==> config.mk <==
export PLATFORM = sky130hd
export DESIGN_NAME = dnoc_rd_ctrl
export DESIGN_NICKNAME = d
export VERILOG_FILES = /design/src/rtl/dnoc_rd_ctrl.sv
export SDC_FILE = /design/constraint.sdc
export NUM_CORES = 1
export LEC_CHECK = 0
export BUFFER_PORTS_ARGS = -buffer_cell sky130_fd_sc_hd__buf_2
export CAP_MARGIN = 20
export CORE_AREA = 2 2 245 271
export DETAILED_ROUTE_END_ITERATION = 8
export DIE_AREA = 0 0 247 273
export GPL_ROUTABILITY_DRIVEN = 0
export PLACE_DENSITY = 0.56
export SKIP_LAST_GASP = 1
export SLEW_MARGIN = 20
export SYNTH_ARGS = -nofsm -noshare
export SYNTH_HDL_FRONTEND = slang
export SYNTH_SLANG_ARGS = --single-unit
==> constraint.sdc <==
create_clock -name clk -period 8.8 [get_ports clk]
set_clock_uncertainty 0.05 [all_clocks]
set_input_delay 0.44 -clock clk [delete_from_list [all_inputs] [get_ports clk]]
set_output_delay 0.44 -clock clk [all_outputs]
set_load 0.02 [all_outputs]
==> src/rtl/dnoc_rd_ctrl.sv <==
// dnoc read-request controller: drives the loop address generator,
// issues SRAM reads and streams returned data through a credit FIFO.
module dnoc_rd_ctrl #(
  parameter int DATA_W     = 128,
  parameter int FIFO_DEPTH = 4,
  parameter int CNT_W      = 16
) (
  input  logic              clk,
  input  logic              rst_n,
  input  logic              cfg_start,
  input  logic [CNT_W-1:0]  cfg_total,
  output logic              busy,
  output logic              done,
  output logic              mu_init_en,
  output logic              mu_valid,
  input  logic [12:0]       mu_addr,
  output logic              rd_req_vld,
  input  logic              rd_req_rdy,
  output logic [12:0]       rd_req_addr,
  input  logic [DATA_W-1:0] sram_rdata,
  output logic              out_vld,
  input  logic              out_rdy,
  output logic [DATA_W-1:0] out_data,
  output logic              out_last
);

  localparam int AW = $clog2(FIFO_DEPTH);
  localparam int OW = AW + 1;

  typedef enum logic [1:0] {
    S_IDLE,
    S_INIT,
    S_ISSUE,
    S_DRAIN
  } state_t;

  state_t r_state;
  state_t w_next;

  logic [CNT_W-1:0]  r_total;
  logic [CNT_W-1:0]  r_issued;
  logic [CNT_W-1:0]  r_returned;
  logic              r_inflight;
  logic              r_done;

  logic [DATA_W-1:0]     r_mem_data [FIFO_DEPTH];
  logic [FIFO_DEPTH-1:0] r_mem_last;
  logic [AW-1:0]         r_wp;
  logic [AW-1:0]         r_rp;
  logic [OW-1:0]         r_cnt;

  logic          w_accept;
  logic          w_empty;
  logic [OW-1:0] w_occ;
  logic          w_credit;
  logic          w_hs;
  logic          w_push;
  logic          w_pop;
  logic          w_last_iss;
  logic          w_drained;

  assign w_accept   = cfg_start && (r_state == S_IDLE);
  assign w_empty    = (r_cnt == '0);
  // a request accepted last cycle already owns a FIFO slot
  assign w_occ      = r_cnt + OW'(r_inflight);
  assign w_credit   = (w_occ < OW'(FIFO_DEPTH));
  assign w_hs       = rd_req_vld && rd_req_rdy;
  assign w_push     = r_inflight;
  assign w_pop      = out_vld && out_rdy;
  assign w_last_iss = (r_issued == r_total - CNT_W'(1));
  assign w_drained  = !r_inflight &&
                      (w_empty || ((r_cnt == OW'(1)) && w_pop));

  assign busy        = (r_state != S_IDLE);
  assign done        = r_done;
  assign mu_init_en  = (r_state == S_INIT);
  assign rd_req_vld  = (r_state == S_ISSUE) && w_credit;
  assign mu_valid    = w_hs;
  assign rd_req_addr = mu_addr;
  assign out_vld     = !w_empty;
  assign out_data    = r_mem_data[r_rp];
  assign out_last    = !w_empty && r_mem_last[r_rp];

  always_comb begin
    w_next = r_state;
    unique case (r_state)
      S_IDLE:  if (w_accept && (cfg_total != '0)) w_next = S_INIT;
      S_INIT:  w_next = S_ISSUE;
      S_ISSUE: if (w_hs && w_last_iss) w_next = S_DRAIN;
      S_DRAIN: if (w_drained) w_next = S_IDLE;
      default: w_next = S_IDLE;
    endcase
  end

  always_ff @(posedge clk or negedge rst_n) begin
    if (!rst_n) begin
      r_state <= S_IDLE;
      r_done  <= 1'b0;
    end else begin
      r_state <= w_next;
      r_done  <= (w_accept && (cfg_total == '0)) ||
                 ((r_state == S_DRAIN) && w_drained);
    end
  end

  always_ff @(posedge clk or negedge rst_n) begin
    if (!rst_n) begin
      r_total    <= '0;
      r_issued   <= '0;
      r_returned <= '0;
      r_inflight <= 1'b0;
    end else begin
      r_inflight <= w_hs;
      if (w_accept) r_total <= cfg_total;
      if (r_state == S_INIT) begin
        r_issued   <= '0;
        r_returned <= '0;
      end else begin
        if (w_hs)   r_issued   <= r_issued + CNT_W'(1);
        if (w_push) r_returned <= r_returned + CNT_W'(1);
      end
    end
  end

  always_ff @(posedge clk or negedge rst_n) begin
    if (!rst_n) begin
      r_wp  <= '0;
      r_rp  <= '0;
      r_cnt <= '0;
    end else begin
      if (w_push) r_wp <= r_wp + AW'(1);
      if (w_pop)  r_rp <= r_rp + AW'(1);
      if (w_push && !w_pop)      r_cnt <= r_cnt + OW'(1);
      else if (!w_push && w_pop) r_cnt <= r_cnt - OW'(1);
    end
  end

  always_ff @(posedge clk) begin
    if (w_push) begin
      r_mem_data[r_wp] <= sram_rdata;
      r_mem_last[r_wp] <= (r_returned == r_total - CNT_W'(1));
    end
  end

  a_no_overflow: assert property (
    @(posedge clk) disable iff (!rst_n)
    !(w_push && (r_cnt == OW'(FIFO_DEPTH)))
  );

endmodule

==> key figures <==
Run status
  – Outcome: finished, final reports clean

Clocking
  – Clock transition at path regs: 0.06 ns
  – Root Driver: clkbuf_16
  – CTS Buf Count: 59
  – CTS resizes: 0
  – CTS tree: built
  – H-tree depth: 2
  – CTS Sinks: 575
  – Worst skew pair latency: 0.61 ns
  – Clk buf depth: 3

Setup path
  – Critical path arrival: 3.25 ns
  – Worst endpoint required time: 8.31 ns
  – Setup crit end kind: output pin
  – CP startpoint kind: flop
  – Max Fanout on Critical Path: 95
  – Critical path class: flop to output pin

Finish
  – Fill cell count: 5,643
  – Area of the multi-input gates: 5100 µm²
  – Non-Filler Instances: around 2.4k
  – Area grow syn2layout: 25.2%
  – Most common cell after layout, fill and taps aside: edfxtp_1
  – Share of cells above drive strength 1: 34.1%
  – Most frequent cells in the layout: edfxtp_1, buf_2, dlygate4sd3_1
  – Reg area: 17,000 µm²
  – Design area: 28,100 µm²
  – Nets: roughly 1.7k

Logic synthesis
  – Number of synthesized register bits: 575
  – Number of synthesized flops with an enable pin: 516
  – Yosys cell types: 56
  – Post-Syn Area: approximately 22,000 µm²
  – Synth Warn #: 0
  – Top FF cell, synth: edfxtp_1
  – Sequential-to-total area share from yosys stat: 75.7%
  – Syn_area_per_cell: 20.7 µm²
  – FFs w/ async S/R, synth: 10.3%
  – Synthesized net count: 1,262
  – Post-Syn Instances: 1,083

STA
  – # setup viols final: 0
  – Setup TNS Final: 0 ns
  – Worst-margin pin slew: 1.01 ns
  – Final period util: a little over two fifths
  – Max Clk Rate: 267 MHz
  – Slew margin rel.: between 30% and 40%
  – Clock period minus worst slack: 3.74 ns
  – Fin. max-slew vios: 0
  – Final hold violation count: 0
  – Setup repair after global routing missed its margin: no
  – Hold slack: 0.0700 ns

Route
  – DRC: 0
  – Iter 0 DRT Violations: 518
  – Antenna Nets Post-Route: 0
  – DRT Wirelength: 48,900 µm
  – DR vias: 11.7k
  – Wire per inst: 20.2 µm
  – Vias/cell: approximately 4.8
  – Drt pass-1 iters: 7

Floorplan
  – Die Height: roughly 270 µm
  – Initial core utilization: 34.7%
  – Std cell rows: 98
  – I/O pin cnt: a little over 300
  – Chip width: 247 µm
  – Die ar.: approximately 67,000 µm²
  – Core area: approximately 65,000 µm²

Pwr
  – Lkg Pwr: 9.98 nW
  – Peak supply drop: approximately 0.00025 V
  – Final Total Pwr: 8.51 mW
  – Power per Cell Area: 303 nW/µm²

Place
  – Cell Area, Placed: 24,700 µm²
  – DP HPWL: around 30,000 µm
  – Placed cells: 2,168
  – Port-buffer cells: 283

GRT
  – Number of global-route vias before repair: 12.6k
  – GRT Residual Overflow: 0
  – Total global-route track usage: 14.4%
  – Initial antenna violation count: 4
  – First-pass GRT wire length: around 74,000 µm
  – Largest net degree at the start of global routing: 117

Worst hold path
  – Min-Delay Path Class: primary input to flop

Run
  – Max Cap Violations: 0
-- final timing paths --
kind	from	endpoint	slack [ns]	cells past startpoint
max in group asynchronous	rst_n	r_rp[0]$_DFFE_PN0P_	7.61	3
setup / recovery	r_rp[0]$_DFFE_PN0P_	out_data[86]	5.06	3
hold / removal	out_rdy	r_rp[1]$_DFFE_PN0P_	0.07	3
setup reg to reg	r_inflight$_DFF_PN0_	r_mem_data[2][82]$_DFFE_PP_	5.52	3
min in group asynchronous	rst_n	r_issued[2]$_DFFE_PN0P_	0.49	3
hold reg to reg	r_cnt[2]$_DFFE_PN0P_	r_cnt[2]$_DFFE_PN0P_	0.48	1
-- cell usage after synthesis, types with 3 or more instances --
| cell type | number | share of area [%] |
|---|---|---|
| mux2i_1 | 4 | 0.18 |
| mux2_2 | 16 | 0.80 |
| buf_1 | 18 | 0.30 |
| edfxtp_1 | 516 | 69 |
| ha_1 | 17 | 0.95 |
| and2_1 | 6 | 0.17 |
| and4_1 | 3 | 0.12 |
| clkbuf_1 | 26 | 0.44 |
| nand4_1 | 14 | 0.39 |
| and3_1 | 4 | 0.11 |
| nand2b_1 | 4 | 0.11 |
| nor4_1 | 10 | 0.28 |
| mux4_2 | 129 | 13 |
| nand2_1 | 25 | 0.42 |
| xnor2_1 | 34 | 1.3 |
| nor3_1 | 9 | 0.20 |
| nor2b_1 | 6 | 0.17 |
| xor2_1 | 33 | 1.3 |
| buf_4 | 13 | 0.44 |
| or2_2 | 3 | 0.084 |
| nand3_1 | 12 | 0.27 |
| inv_1 | 15 | 0.25 |
| nor2_1 | 36 | 0.60 |
| dfrtp_1 | 59 | 6.6 |
| or3_1 | 11 | 0.31 |
| a21oi_1 | 9 | 0.20 |
| o21ai_0 | 13 | 0.29 |
-- per-layer routing --
layer / up-vias / wire, µm / global-route usage (%)
li1: 5249 / - / -
met1: 6051 / 20200 / 17.9
met2: 271 / 24900 / 25.1
met3: 78 / 2550 / 3.23
met4: 6 / 1220 / 4.41
met5: - / 41 / 0
-- sequential cells by signal, summed over array words and instances, names as in the netlist --
signal / cells
done: 1
r_cnt: 3
r_inflight: 1
r_issued: 16
r_mem_data: 512
r_mem_last: 4
r_returned: 16
r_rp: 2
r_state: 2
r_total: 16
r_wp: 2
-- power breakdown --
part / total, mW / internal (mW) / switching, mW
combinational: 2.49 / 1.02 / 1.47
clock: 2.40 / 1.37 / 1.03
sequential: 3.62 / 3.42 / 0.201
-- worst max-delay path: stages (launching register included) --
cell	delay [ns]
dfrtp_4	0.97
buf_12	0.55
mux4_2	0.65
buf_2	0.18
-- cell type report --
type	instances	share of cell area, %
Sequential cell	575	60.5
Multi-Input combinational cell	432	18.2
Timing Repair Buffer	441	10.7
Clock buffer	80	5.72
Tap cell	850	3.79
Clock inverter	27	0.954
Inverter	15	0.201
Antenna cell	2	0.0178
-- per-stage QoR --
stage	util, %	setup WS [ns]
2_1_floorplan	-	4.52
3_3_place_gp	38.3	5.51
3_5_place_dp	38.3	5.45
4_1_cts	43.4	4.90
5_1_grt	43.4	4.81
6_report	43.4	5.06
-- logic make-up after synthesis --
group,share of synthesized area [%]
AO/OA/AOI/OAI,1.31
XOR/XNOR,2.72
adder cells (fa/ha/maj),0.949
buffers and inverters,1.57
flip-flops,75.7
multiplexers,13.9
AND/OR/NAND/NOR,3.78
-- repair_timing --
item,CTS,global route
setup buffers,0,0
endpoints found under the hold margin,587,0
hold buffers,145,0
setup endpoints to repair,0,0
No activity file was read; power rests on OpenSTA's default activity.
